`src/rtl/ft600_bus_responder.sv`:
```
// rtl/ft600_bus_responder.sv - FT600 245-synchronous-FIFO chip-side bus emulator
// RX buffer feeds the controller from h2d; TX buffer captures controller writes to d2h.
module ft600_bus_responder #(
  parameter int AEXP   = 4,
  parameter int TX_PKT = 8,
  parameter int TX_GAP = 4
) (
  input  logic        clk,
  input  logic        rstn,
  output logic        o_rxf_n,
  output logic        o_txe_n,
  input  logic        i_oe_n,
  input  logic        i_rd_n,
  input  logic        i_wr_n,
  input  logic [15:0] i_data_in,
  input  logic [1:0]  i_be_in,
  output logic [15:0] o_data_out,
  output logic [1:0]  o_be_out,
  output logic        o_data_oe,
  input  logic        i_h2d_valid,
  output logic        o_h2d_ready,
  input  logic [15:0] i_h2d_data,
  output logic        o_d2h_valid,
  input  logic        i_d2h_ready,
  output logic [15:0] o_d2h_data,
  output logic [1:0]  o_d2h_be,
  output logic [2:0]  o_err
);
  localparam int DEPTH = 1 << AEXP;
  localparam int PW    = (TX_PKT > 1) ? $clog2(TX_PKT) : 1;
  localparam int GW    = (TX_GAP > 1) ? $clog2(TX_GAP) : 1;
  localparam logic [AEXP:0]   DEPTH_C  = (AEXP+1)'(DEPTH);
  localparam logic [AEXP-1:0] PTR_ONE  = AEXP'(1);
  localparam logic [PW-1:0]   PKT_LAST = PW'(TX_PKT - 1);
  localparam logic [PW-1:0]   PKT_ONE  = PW'(1);
  localparam logic [GW-1:0]   GAP_LOAD = (TX_GAP > 0) ? GW'(TX_GAP - 1) : '0;
  localparam logic [GW-1:0]   GAP_ONE  = GW'(1);

  typedef enum logic {S_OPEN, S_GAP} state_t;

  logic [15:0]     r_rx_mem [DEPTH];
  logic [17:0]     r_tx_mem [DEPTH];
  logic [AEXP-1:0] r_rx_wptr, r_rx_rptr, r_tx_wptr, r_tx_rptr;
  logic [AEXP:0]   r_rx_cnt, r_tx_cnt;
  logic            r_rxf_n, r_txe_n, r_h2d_ready, r_data_oe;
  logic [2:0]      r_err;
  state_t          r_state;
  logic [PW-1:0]   r_pkt_cnt;
  logic [GW-1:0]   r_gap_cnt;

  logic            w_rx_push, w_rx_pop, w_tx_push, w_tx_pop;
  logic [AEXP:0]   w_rx_cnt_next, w_tx_cnt_next;
  state_t          w_state_next;
  logic [PW-1:0]   w_pkt_cnt_next;
  logic [GW-1:0]   w_gap_cnt_next;

  // Strobes are qualified by the registered flags, so illegal strobes never touch a buffer.
  assign w_rx_push     = i_h2d_valid & r_h2d_ready;
  assign w_rx_pop      = ~i_oe_n & ~i_rd_n & ~r_rxf_n;
  assign w_tx_push     = ~i_wr_n & ~r_txe_n;
  assign w_tx_pop      = o_d2h_valid & i_d2h_ready;
  assign w_rx_cnt_next = r_rx_cnt + (AEXP+1)'(w_rx_push) - (AEXP+1)'(w_rx_pop);
  assign w_tx_cnt_next = r_tx_cnt + (AEXP+1)'(w_tx_push) - (AEXP+1)'(w_tx_pop);

  assign o_rxf_n     = r_rxf_n;
  assign o_txe_n     = r_txe_n;
  assign o_h2d_ready = r_h2d_ready;
  assign o_data_oe   = r_data_oe;
  assign o_err       = r_err;
  assign o_be_out    = 2'b11;
  assign o_data_out  = (r_rx_cnt != '0) ? r_rx_mem[r_rx_rptr] : 16'h0000;
  assign o_d2h_valid = (r_tx_cnt != '0);
  assign {o_d2h_be, o_d2h_data} = r_tx_mem[r_tx_rptr];

  always_ff @(posedge clk) begin
    if (w_rx_push) r_rx_mem[r_rx_wptr] <= i_h2d_data;
    if (w_tx_push) r_tx_mem[r_tx_wptr] <= {i_be_in, i_data_in};
  end

  always_comb begin
    w_state_next   = r_state;
    w_pkt_cnt_next = r_pkt_cnt;
    w_gap_cnt_next = r_gap_cnt;
    case (r_state)
      S_OPEN: begin
        if (w_tx_push) begin
          if (r_pkt_cnt == PKT_LAST) begin
            w_pkt_cnt_next = '0;
            if (TX_GAP > 0) begin
              w_state_next   = S_GAP;
              w_gap_cnt_next = GAP_LOAD;
            end
          end else begin
            w_pkt_cnt_next = r_pkt_cnt + PKT_ONE;
          end
        end
      end
      S_GAP: begin
        if (r_gap_cnt == '0) w_state_next = S_OPEN;
        else                 w_gap_cnt_next = r_gap_cnt - GAP_ONE;
      end
      default: w_state_next = S_OPEN;
    endcase
  end

  always_ff @(posedge clk or negedge rstn) begin
    if (!rstn) begin
      r_state   <= S_OPEN;
      r_pkt_cnt <= '0;
      r_gap_cnt <= '0;
    end else begin
      r_state   <= w_state_next;
      r_pkt_cnt <= w_pkt_cnt_next;
      r_gap_cnt <= w_gap_cnt_next;
    end
  end

  always_ff @(posedge clk or negedge rstn) begin
    if (!rstn) begin
      r_rx_wptr   <= '0;
      r_rx_rptr   <= '0;
      r_tx_wptr   <= '0;
      r_tx_rptr   <= '0;
      r_rx_cnt    <= '0;
      r_tx_cnt    <= '0;
      r_rxf_n     <= 1'b1;
      r_txe_n     <= 1'b1;
      r_h2d_ready <= 1'b0;
      r_data_oe   <= 1'b0;
      r_err       <= 3'b000;
    end else begin
      if (w_rx_push) r_rx_wptr <= r_rx_wptr + PTR_ONE;
      if (w_rx_pop)  r_rx_rptr <= r_rx_rptr + PTR_ONE;
      if (w_tx_push) r_tx_wptr <= r_tx_wptr + PTR_ONE;
      if (w_tx_pop)  r_tx_rptr <= r_tx_rptr + PTR_ONE;
      r_rx_cnt    <= w_rx_cnt_next;
      r_tx_cnt    <= w_tx_cnt_next;
      r_rxf_n     <= (w_rx_cnt_next == '0);
      r_h2d_ready <= (w_rx_cnt_next < DEPTH_C);
      r_txe_n     <= (w_tx_cnt_next == DEPTH_C) || (w_state_next == S_GAP);
      r_data_oe   <= ~i_oe_n;
      r_err       <= r_err | {~i_wr_n & r_data_oe, ~i_oe_n & ~i_rd_n & r_rxf_n, ~i_wr_n & r_txe_n};
    end
  end
endmodule

```
`config.mk`:
```
export PLATFORM = sky130hd
export DESIGN_NAME = ft600_bus_responder
export DESIGN_NICKNAME = d
export VERILOG_FILES = /design/src/rtl/ft600_bus_responder.sv
export SDC_FILE = /design/constraint.sdc
export NUM_CORES = 1
export LEC_CHECK = 0
export CORE_ASPECT_RATIO = 0.9
export CORE_MARGIN = 4
export CORE_UTILIZATION = 50
export DETAILED_ROUTE_END_ITERATION = 8
export PLACE_DENSITY = 0.67
export SETUP_SLACK_MARGIN = 0.1
export SYNTH_ARGS = -nofsm -noshare
export SYNTH_HDL_FRONTEND = slang
export SYNTH_SLANG_ARGS = --single-unit
```
`constraint.sdc`:
```
create_clock -name clk -period 4 [get_ports clk]
set_clock_uncertainty 0.15 [all_clocks]
set_input_delay 0.8 -clock clk [delete_from_list [all_inputs] [get_ports clk]]
set_output_delay 0.8 -clock clk [all_outputs]
set_load 0.03 [all_outputs]
```
-- Word-level counts from Yosys, hierarchy flattened
Memories as Yosys holds them, arrays and structs flattened.
Cells that the tools add are included.
Widths: inputs -> output; s select.
- add/subtract/negate cells: 10
- $lt $le $gt $ge: 1
- equal/unequal tests: 5
- muxes and demuxes: 14
- bitwise logic cells: 15
- reduce and logical (&&, ||, !) cells: 7
- operators by type and width (cell ; count):
    $add 4x1->4 const B ; 4
    $mux 16 ; 1
    $add 5x1->5 ; 2
    $reduce_bool 5->1 ; 2
    $sub 5x1->5 ; 2
    $and 1x1->1 ; 8
    $mux 1 ; 7
    $mux 2 ; 3
    $ne 2x2->1 const B ; 3
    $not 1->1 ; 6
    $eq 5x5->1 const B ; 1
    $logic_not 5->1 ; 1
    $lt 5x5->1 const B ; 1
    $pmux 2 s2 ; 1
    $add 3x1->3 const B ; 1
    $eq 3x3->1 const B ; 1
    $mux 3 ; 1
    $or 3x3->3 ; 1
    $reduce_and 3->1 ; 1
    $logic_not 2->1 ; 1
    $pmux 1 s2 ; 1
    $reduce_and 2->1 ; 1
    $sub 2x1->2 const B ; 1
    $logic_or 1x1->1 ; 1
- flip-flop bits (word level): 39
- RAM bits: 544
- bits of input ports: 41
- output and inout bits: 44
- word-level logic and storage cells: 68
- memories: 2
- memories (memory ; depth ; width ; read ports ; clocked after memory_dff ; write ports ; RTL line ; text):
    r_tx_mem ; 16 ; 18 ; 1 ; 0 ; 1 ; 42 ; logic [17:0] r_tx_mem [DEPTH];
    r_rx_mem ; 16 ; 16 ; 1 ; 0 ; 1 ; 41 ; logic [15:0] r_rx_mem [DEPTH];

-- Logic depth before layout (Yosys ltp)
Gate-level depths: netlist (run 1).
- depth in word-level cells: 6
- gate-level depth with buffers: 15
- mapped depth without buffers: 14

-- Worst setup path after synthesis (run 1)
Ideal clock, no wire load.
- path type: flip-flop to flip-flop
- start: register r_tx_cnt[3]
- end: register r_txe_n, in the netlist o_txe_n
- setup time: 0.078 ns
- arrival time: 3.024 ns
- required time: 3.772 ns
- setup slack: 0.748 ns
- cell stages (with the launch flop): 16
- path buffers: 1
- period minus slack after synthesis: 3.252 ns
- path through: dfrtp_1 > inv_1 > ha_1 > or4b_1 > and2_1 > clkbuf_1 > ha_1 > inv_1 > ha_1 > inv_1 > fa_1 > inv_1 > a21oi_1 > o21bai_1 > xnor2_1 > a31o_2
- cells in the longest elaborated chain, start to end: 5
- elaborated cells on any way between the ends: 6
- those cells by class: 2 x add/sub; 1 x eq/ne; 1 x bitwise; 2 x reduce/logical
- ends and longest elaborated chain (what ; RTL line ; text):
    start: declaration ; 44 ; logic [AEXP:0] r_rx_cnt, r_tx_cnt;
    start signal: assignment ; 137 ; r_tx_cnt <= w_tx_cnt_next;
    $reduce_bool 5->1 ; 72 ; assign o_d2h_valid = (r_tx_cnt != '0);
    named net o_d2h_valid ; 23 ; output logic o_d2h_valid,
    $and 1x1->1 ; 61 ; assign w_tx_pop = o_d2h_valid & i_d2h_ready;
    named net w_tx_pop ; 51 ; logic w_rx_push, w_rx_pop, w_tx_push, w_tx_pop;
    $sub 5x1->5 ; 63 ; assign w_tx_cnt_next = r_tx_cnt + (AEXP+1)'(w_tx_push) - (AEXP+1)'(w_tx_pop);
    named net w_tx_cnt_next[4] ; 52 ; logic [AEXP:0] w_rx_cnt_next, w_tx_cnt_next;
    $eq 5x5->1 ; 140 ; r_txe_n <= (w_tx_cnt_next == DEPTH_C) || (w_state_next == S_GAP);
    $logic_or 1x1->1 ; 140 ;
    end signal: assignment ; 140 ;
    end: declaration ; 45 ; logic r_rxf_n, r_txe_n, r_h2d_ready, r_data_oe;
The timed path passes the listed nets, and every way through them passes these cells.
A chain may end at the register's enable or synchronous reset.

-- Worst setup path after layout (run 1)
- start: register r_rx_rptr[0]
- end: output o_data_out[0]
- cells in the longest elaborated chain, start to end: 2
- ends and longest elaborated chain (what ; RTL line ; text):
    start: declaration ; 43 ; logic [AEXP-1:0] r_rx_wptr, r_rx_rptr, r_tx_wptr, r_tx_rptr;
    start signal: assignment ; 133 ; if (w_rx_pop) r_rx_rptr <= r_rx_rptr + PTR_ONE;
    $mem_v2 16x16 ; n/a ;
    $mux 16 ; 71 ; assign o_data_out = (r_rx_cnt != '0) ? r_rx_mem[r_rx_rptr] : 16'h0000;
    end: declaration ; 17 ; output logic [15:0] o_data_out,
Every way passes these cells.

==> results of run 1 <==
==> worst min path at each step <==
stage / start / end / slack, ps / depth (start not counted)
final: rstn / o_h2d_ready / 150 / 1
after global routing: rstn / o_h2d_ready / 190 / 1
after CTS: rstn / o_h2d_ready / 140 / 1
after detailed placement: o_err[0] / o_err[0] / 300 / 1
after global placement: o_err[1] / o_err[1] / 290 / 1
after floorplan: r_gap_cnt[0] / r_gap_cnt[0] / 290 / 1
==> logic make-up after synthesis <==
logic type,synth area share [%]
other,0.0165
DFF,76.1
buffers and inverters,1.72
and+or+nand+nor,2.19
adders and majority gates,1.55
AOI/OAI and AO/OA,2.25
muxes,15.4
xor gates and xnor gates,0.770
==> layer usage <==
metal	wire, um	track usage (%)	vias to the layer above
li1	-	-	4644
met1	20000	28.6	5697
met2	22400	30.5	362
met3	3060	3.57	89
met4	1090	5.58	4
met5	21	0	-
==> registers in the layout, summed over array words and instances (netlist names) <==
signal,count
o_data_oe,1
r_state,1
o_txe_n,1
o_rxf_n,1
r_pkt_cnt,3
r_rx_wptr,4
r_tx_cnt,5
r_rx_rptr,4
r_tx_rptr,4
o_err,3
r_rx_cnt,5
r_tx_mem,288
r_gap_cnt,2
r_tx_wptr,4
r_rx_mem,256
o_h2d_ready,1
==> placed cells by master (no fill, tap or decap), types with 28 or more instances in the layout <==
| master | n |
|---|---|
| inv_1 | 28 |
| and2_1 | 29 |
| clkbuf_16 | 56 |
| a22oi_1 | 30 |
| mux2i_1 | 30 |
| dfrtp_1 | 33 |
| mux4_2 | 139 |
| clkdlybuf4s50_1 | 49 |
| buf_4 | 63 |
| edfxtp_1 | 544 |
==> layout make-up <==
class                      count  area, um2  area share, %
timing repair buffer         147       1400           5.32
multi-input combinational    388       5090           19.3
inverter                      28        105          0.398
tap                          600        751           2.84
sequential                   583      17300           65.6
clock buffer                  72       1480           5.61
clock inverter                33        256          0.971
==> repair_timing <==
| item | in CTS | in global routing |
|---|---|---|
| cloned | 0 | 0 |
| setup endpoints to repair | 26 | 8 |
| setup buffers | 6 | 0 |
| gates resized for setup | 25 | 4 |
==> power by group through the flow <==
stage	Combinational (W)	Clock, W	Sequential, W
finish	0.00657	0.00499	0.00762
global route	0.00706	0.00540	0.00768
CTS	0.00667	0.00511	0.00762
detailed placement	0.00664	0	0.00779
global placement	0.00656	0	0.00777
floorplan	0.00462	0	0.00763
==> per-stage QoR <==
stage / power [W] / utilization, %
after floorplan: 0.0122 / -
after global placement: 0.0143 / 55.2
after detailed placement: 0.0144 / 55.2
after CTS: 0.0194 / 59.2
after global routing: 0.0201 / 59.3
final: 0.0192 / 59.3
==> flow_metrics.env, run 1 <==
export IMPL_status="finished, final reports clean"
export IMPL_yosys_area_top_type="edfxtp_1"
export IMPL_critical_path_buf_inv_count=2
export IMPL_design_area_um2=26400
export IMPL_startpoint_type="flop"
export IMPL_setup_worst_path_class="reg -> out"
export IMPL_setup_viol=0
export IMPL_diodes=0
export IMPL_firstDrtPassIters=5
export IMPL_viasPerCell=5.83
export IMPL_io_pins=85
export IMPL_tritoncts="yes"
export IMPL_syn_inst=1048
export IMPL_grt_pass1_vias=11300
export IMPL_cp_startpoint="r_rx_rptr[0]"
export IMPL_async_flop_share_pct=6.69
export IMPL_synth_flop_cell="edfxtp_1"
export IMPL_switching_share_pct=32.0
export IMPL_clock_latency_ps=610
export IMPL_gr_usage_all_layers_pct=19.4
export IMPL_synth_top_cell_area_share_pct=71.8
export IMPL_antenna_found_initial=3
export IMPL_drive_above_1_share_pct=25.1
export IMPL_synth_distinct_cells=41
export IMPL_dieWidth_um=233
export IMPL_netlist_area_um2=22800
export IMPL_critPathArrivalTime_ps=2890
export IMPL_place_gp_congestion=0.738
export IMPL_via_count=10800
export IMPL_period_share_pct=95.9
export IMPL_timing_hold_ws_ps=150
export IMPL_path_clk_slew_ps=60
export IMPL_avgRoutedWirePerCell_um=25.2
export IMPL_holdBufCountCts=0
export IMPL_die_area_um2=49000
export IMPL_cp_top_family="buffers and inverters"
export IMPL_synthTopCellsByArea="edfxtp_1, mux4_2, dfrtp_1"
export IMPL_reg2reg_depth=14
export IMPL_p_leak_nw=8.89
export IMPL_max_freq_mhz=261
export IMPL_drtAntennaViolNets=0
export IMPL_numCtsBuffers=56
export IMPL_clockBufferDepth=3
export IMPL_ys_seq_elements=583
export IMPL_tightest_slew_ps=861
export IMPL_end_kind="output port"
export IMPL_fin_nets=1272
export IMPL_comb_power_share_pct=34.3
export IMPL_cts_root_buf="clkbuf_16"
export IMPL_period_minus_slack_ps=3840
export IMPL_clkSinkCount=583
export IMPL_slew_violations=0
export IMPL_rows=73
export IMPL_grt_overflow_total=0
export IMPL_ir_drop_mv=0.403
export IMPL_p_int_w=0.0131
export IMPL_drc=0
export IMPL_initial_utilization_pct=51.1
export IMPL_worstReg2RegStart="r_tx_cnt[3]"
export IMPL_drt_iter0_drc=1069
export IMPL_drv_cap=0
export IMPL_cp_max_fo=18
export IMPL_relSlewSlack_pct=42.6
export IMPL_hold_path_class="in -> async"
export IMPL_htree_levels=2
export IMPL_power_frac_clock_pct=26.0
export IMPL_portBuffers=82
export IMPL_power_switching_w=0.00613
export IMPL_grt_max_degree=59
export IMPL_ys_warn_count=0
export IMPL_fin_cells=1851
export IMPL_slowest_stage="clkdlybuf4s50_1"
export IMPL_rsz0062_at_grt="true"
export IMPL_syn_area_per_cell_um2=21.7
export IMPL_nFillCells=3276
export IMPL_rr_endpoint="o_txe_n"
export IMPL_dp_hpwl_um=26500
export IMPL_dpl_cell_count=1740
export IMPL_wl_um=46600
export IMPL_yosysSeqAreaShare_pct=76.1
export IMPL_setup_tns_final_ps=0
export IMPL_ys_top_cells_by_count="edfxtp_1, mux4_2, dfrtp_1"
export IMPL_place_ws_ps=421
export IMPL_setup_slack_ps=164
export IMPL_grt_pass1_wl_um=71000
export IMPL_placed_area_um2=24600
export IMPL_crit_chain="buf_12 > mux4_2 > and3_1 > a31oi_1 > o21ai_1 > clkdlybuf4s50_1"
export IMPL_cpPeakStageDelay_ps=600
export IMPL_die_h_um=210
export IMPL_cp_endpoint="o_data_out[0]"
export IMPL_r2r_slack_ps=800
export IMPL_final_hold_viol_count=0
export IMPL_core_area_um2=44600
export IMPL_syn_to_final_growth_pct=16.1
export IMPL_power_frac_seq_pct=39.7
export IMPL_required_ps=3050
export IMPL_synthMostInstantiatedCell="edfxtp_1"
export IMPL_cp_depth=6
export IMPL_synth_edf_count=544
export IMPL_p_per_area_nw_per_um2=726
(Power assumes the default switching activity.)
==> run 2, diff against run 1 <==
- GPL_TIMING_DRIVEN: not set -> 0
==> run 2 against run 1 <==
Register-to-register slack worse by 140 ps. Sequential share of layout area up 0.60 points. Cell area down 0.97%. First-iteration DRC count up 27%. Setup slack better by 12 ps. Clock power down 2%. Die area unchanged. Critical path type unchanged. Largest cell class unchanged. Largest power group unchanged.
==> flow_metrics.env, run 2 (synthesis results as in run 1) <==
export IMPL_status="finished, final reports clean"
export IMPL_clock_latency_ps=610
export IMPL_regMostFlops="r_tx_mem"
export IMPL_die_h_um=210
export IMPL_rows=73
export IMPL_ir_drop_mv=0.576
export IMPL_via_count=10900
export IMPL_clockBufferDepth=3
export IMPL_multi_input_area_um2=5080
export IMPL_cts_root_buf="clkbuf_16"
export IMPL_rsz0062_at_grt="true"
export IMPL_reg2reg_depth=15
export IMPL_dp_hpwl_um=28800
export IMPL_gr_usage_all_layers_pct=20.5
export IMPL_htree_levels=2
export IMPL_slew_violations=0
export IMPL_largest_reg_flops=288
export IMPL_reg_top3="r_tx_mem (288), r_rx_mem (256)"
export IMPL_period_share_pct=95.6
export IMPL_grt_pass1_wl_um=72800
export IMPL_regArea_um2=17300
export IMPL_tightest_slew_ps=1390
export IMPL_setup_worst_path_class="reg -> out"
export IMPL_crit_chain="buf_8 > buf_8 > mux4_2 > mux4_2 > dlygate4sd2_1"
export IMPL_nFillCells=3278
export IMPL_final_hold_viol_count=0
export IMPL_clkSinkCount=583
export IMPL_max_freq_mhz=261
export IMPL_power_frac_seq_pct=39.2
export IMPL_p_per_area_nw_per_um2=739
export IMPL_p_int_w=0.0129
export IMPL_grt_overflow_total=0
export IMPL_place_gp_congestion=0.754
export IMPL_comb_power_share_pct=35.4
export IMPL_end_kind="output port"
export IMPL_path_clk_slew_ps=60
export IMPL_dieWidth_um=233
export IMPL_final_common_cell="edfxtp_1"
export IMPL_rr_endpoint="o_txe_n"
export IMPL_place_ws_ps=-74.9
export IMPL_grt_max_degree=38
export IMPL_critPathArrivalTime_ps=2870
export IMPL_post_cts_buffers=0
export IMPL_fin_nets=1259
export IMPL_initial_utilization_pct=51.1
export IMPL_hold_path_class="reg -> reg"
export IMPL_required_ps=3050
export IMPL_avgRoutedWirePerCell_um=27.1
export IMPL_mostFrequentLayoutCells="edfxtp_1, mux4_2, clkbuf_16, clkdlybuf4s50_1, dfrtp_1"
export IMPL_tritoncts="yes"
export IMPL_cp_startpoint="r_tx_rptr[0]"
export IMPL_die_area_um2=49000
export IMPL_r2r_slack_ps=660
export IMPL_portBuffers=82
export IMPL_drc=0
export IMPL_worstReg2RegStart="r_tx_cnt[3]"
export IMPL_power_frac_clock_pct=25.4
export IMPL_slowest_stage="mux4_2"
export IMPL_cp_max_fo=10
export IMPL_drtAntennaViolNets=0
export IMPL_syn_to_final_growth_pct=14.9
export IMPL_relSlewSlack_pct=7.27
export IMPL_cpPeakStageDelay_ps=540
export IMPL_viasPerCell=5.97
export IMPL_post_route_util_pct=58.7
export IMPL_setup_slack_ps=176
export IMPL_drv_cap=0
export IMPL_drive_above_1_share_pct=22.7
export IMPL_power_switching_w=0.00638
export IMPL_io_pins=85
export IMPL_drt_iter0_drc=1359
export IMPL_setup_viol=0
export IMPL_cp_endpoint="o_d2h_data[5]"
export IMPL_wl_um=49700
export IMPL_p_leak_nw=8.74
export IMPL_firstDrtPassIters=5
export IMPL_grt_pass1_vias=11100
export IMPL_numCtsBuffers=56
export IMPL_startpoint_type="flop"
export IMPL_switching_share_pct=33.0
export IMPL_antenna_found_initial=0
export IMPL_core_area_um2=44600
export IMPL_period_minus_slack_ps=3820
==> run 2: changes by cell type in the layout (fill, tap and decap cells not counted), moves of 5 or more <==
cell and change:
clkbuf_1 +5, clkbuf_4 +7, clkbuf_2 +15, buf_12 -10, buf_8 +9, buf_4 -54
==> run 2: how the worst min path moves through the flow <==
stage	start	endpoint	slack, ps	depth (start not counted)
floorplan	r_gap_cnt[0]	r_gap_cnt[0]	290	1
global placement	o_err[0]	o_err[0]	290	1
detailed placement	o_err[0]	o_err[0]	300	1
CTS	o_err[2]	o_err[2]	310	1
global route	r_gap_cnt[0]	r_gap_cnt[0]	330	1
finish	o_err[2]	o_err[2]	310	1
==> run 2: critical path: cells and delay by family (launching register included) <==
kind / cells / cell delay (ps)
flops: 1 / 400
buf+inv: 3 / 800
mux: 2 / 1070
==> run 2: final cells by class <==
class	instances	share of cell area [%]
flip-flops and latches	583	66.2
diodes	1	0.00957
clock inverters	28	0.737
repair buffers	85	3.17
inverters	28	0.402
well taps	600	2.87
clock buffers	72	5.67
multi-input cells	388	19.4
plain buffers	49	1.53
==> run 2: power by group through the flow <==
| stage | clock, W | sequential, W | combinational [W] |
|---|---|---|---|
| 6_report | 0.00491 | 0.00758 | 0.00684 |
| 3_3_place_gp | 0 | 0.00763 | 0.00694 |
| 3_5_place_dp | 0 | 0.00766 | 0.00702 |
| 5_1_grt | 0.00525 | 0.00763 | 0.00731 |
| 2_1_floorplan | 0 | 0.00763 | 0.00462 |
| 4_1_cts | 0.00498 | 0.00758 | 0.00684 |
==> run 2: layer usage <==
metal / vias to the layer above / part of all wire, % / global-route usage [%]
li1: 4619 / - / -
met1: 5811 / 45 / 32.1
met2: 446 / 46 / 29.9
met3: 69 / 7.6 / 4.08
met4: 0 / 2.0 / 5.63
met5: - / 0 / 0
==> run 2: timing repair <==
item,4_1_cts,5_1_grt
gates resized for setup,72,35
endpoints found under the hold margin,2,0
hold buffers,1,0
setup endpoints to repair,34,25
==> run 2: metrics by stage <==
| step | instances | TNS, ps | instance area, um2 | power (W) | hold WS, ps |
|---|---|---|---|---|---|
| floorplan | 1049 | 0 | 22800 | 0.0122 | 290 |
| detailed placement | 1732 | -81.5 | 24300 | 0.0147 | 296 |
| CTS | 1832 | -62.0 | 26100 | 0.0194 | 313 |
| global route | 1833 | 0 | 26200 | 0.0202 | 333 |
| finish | 1834 | 0 | 26200 | 0.0193 | 307 |
| global placement | 1731 | -226 | 24300 | 0.0146 | 290 |
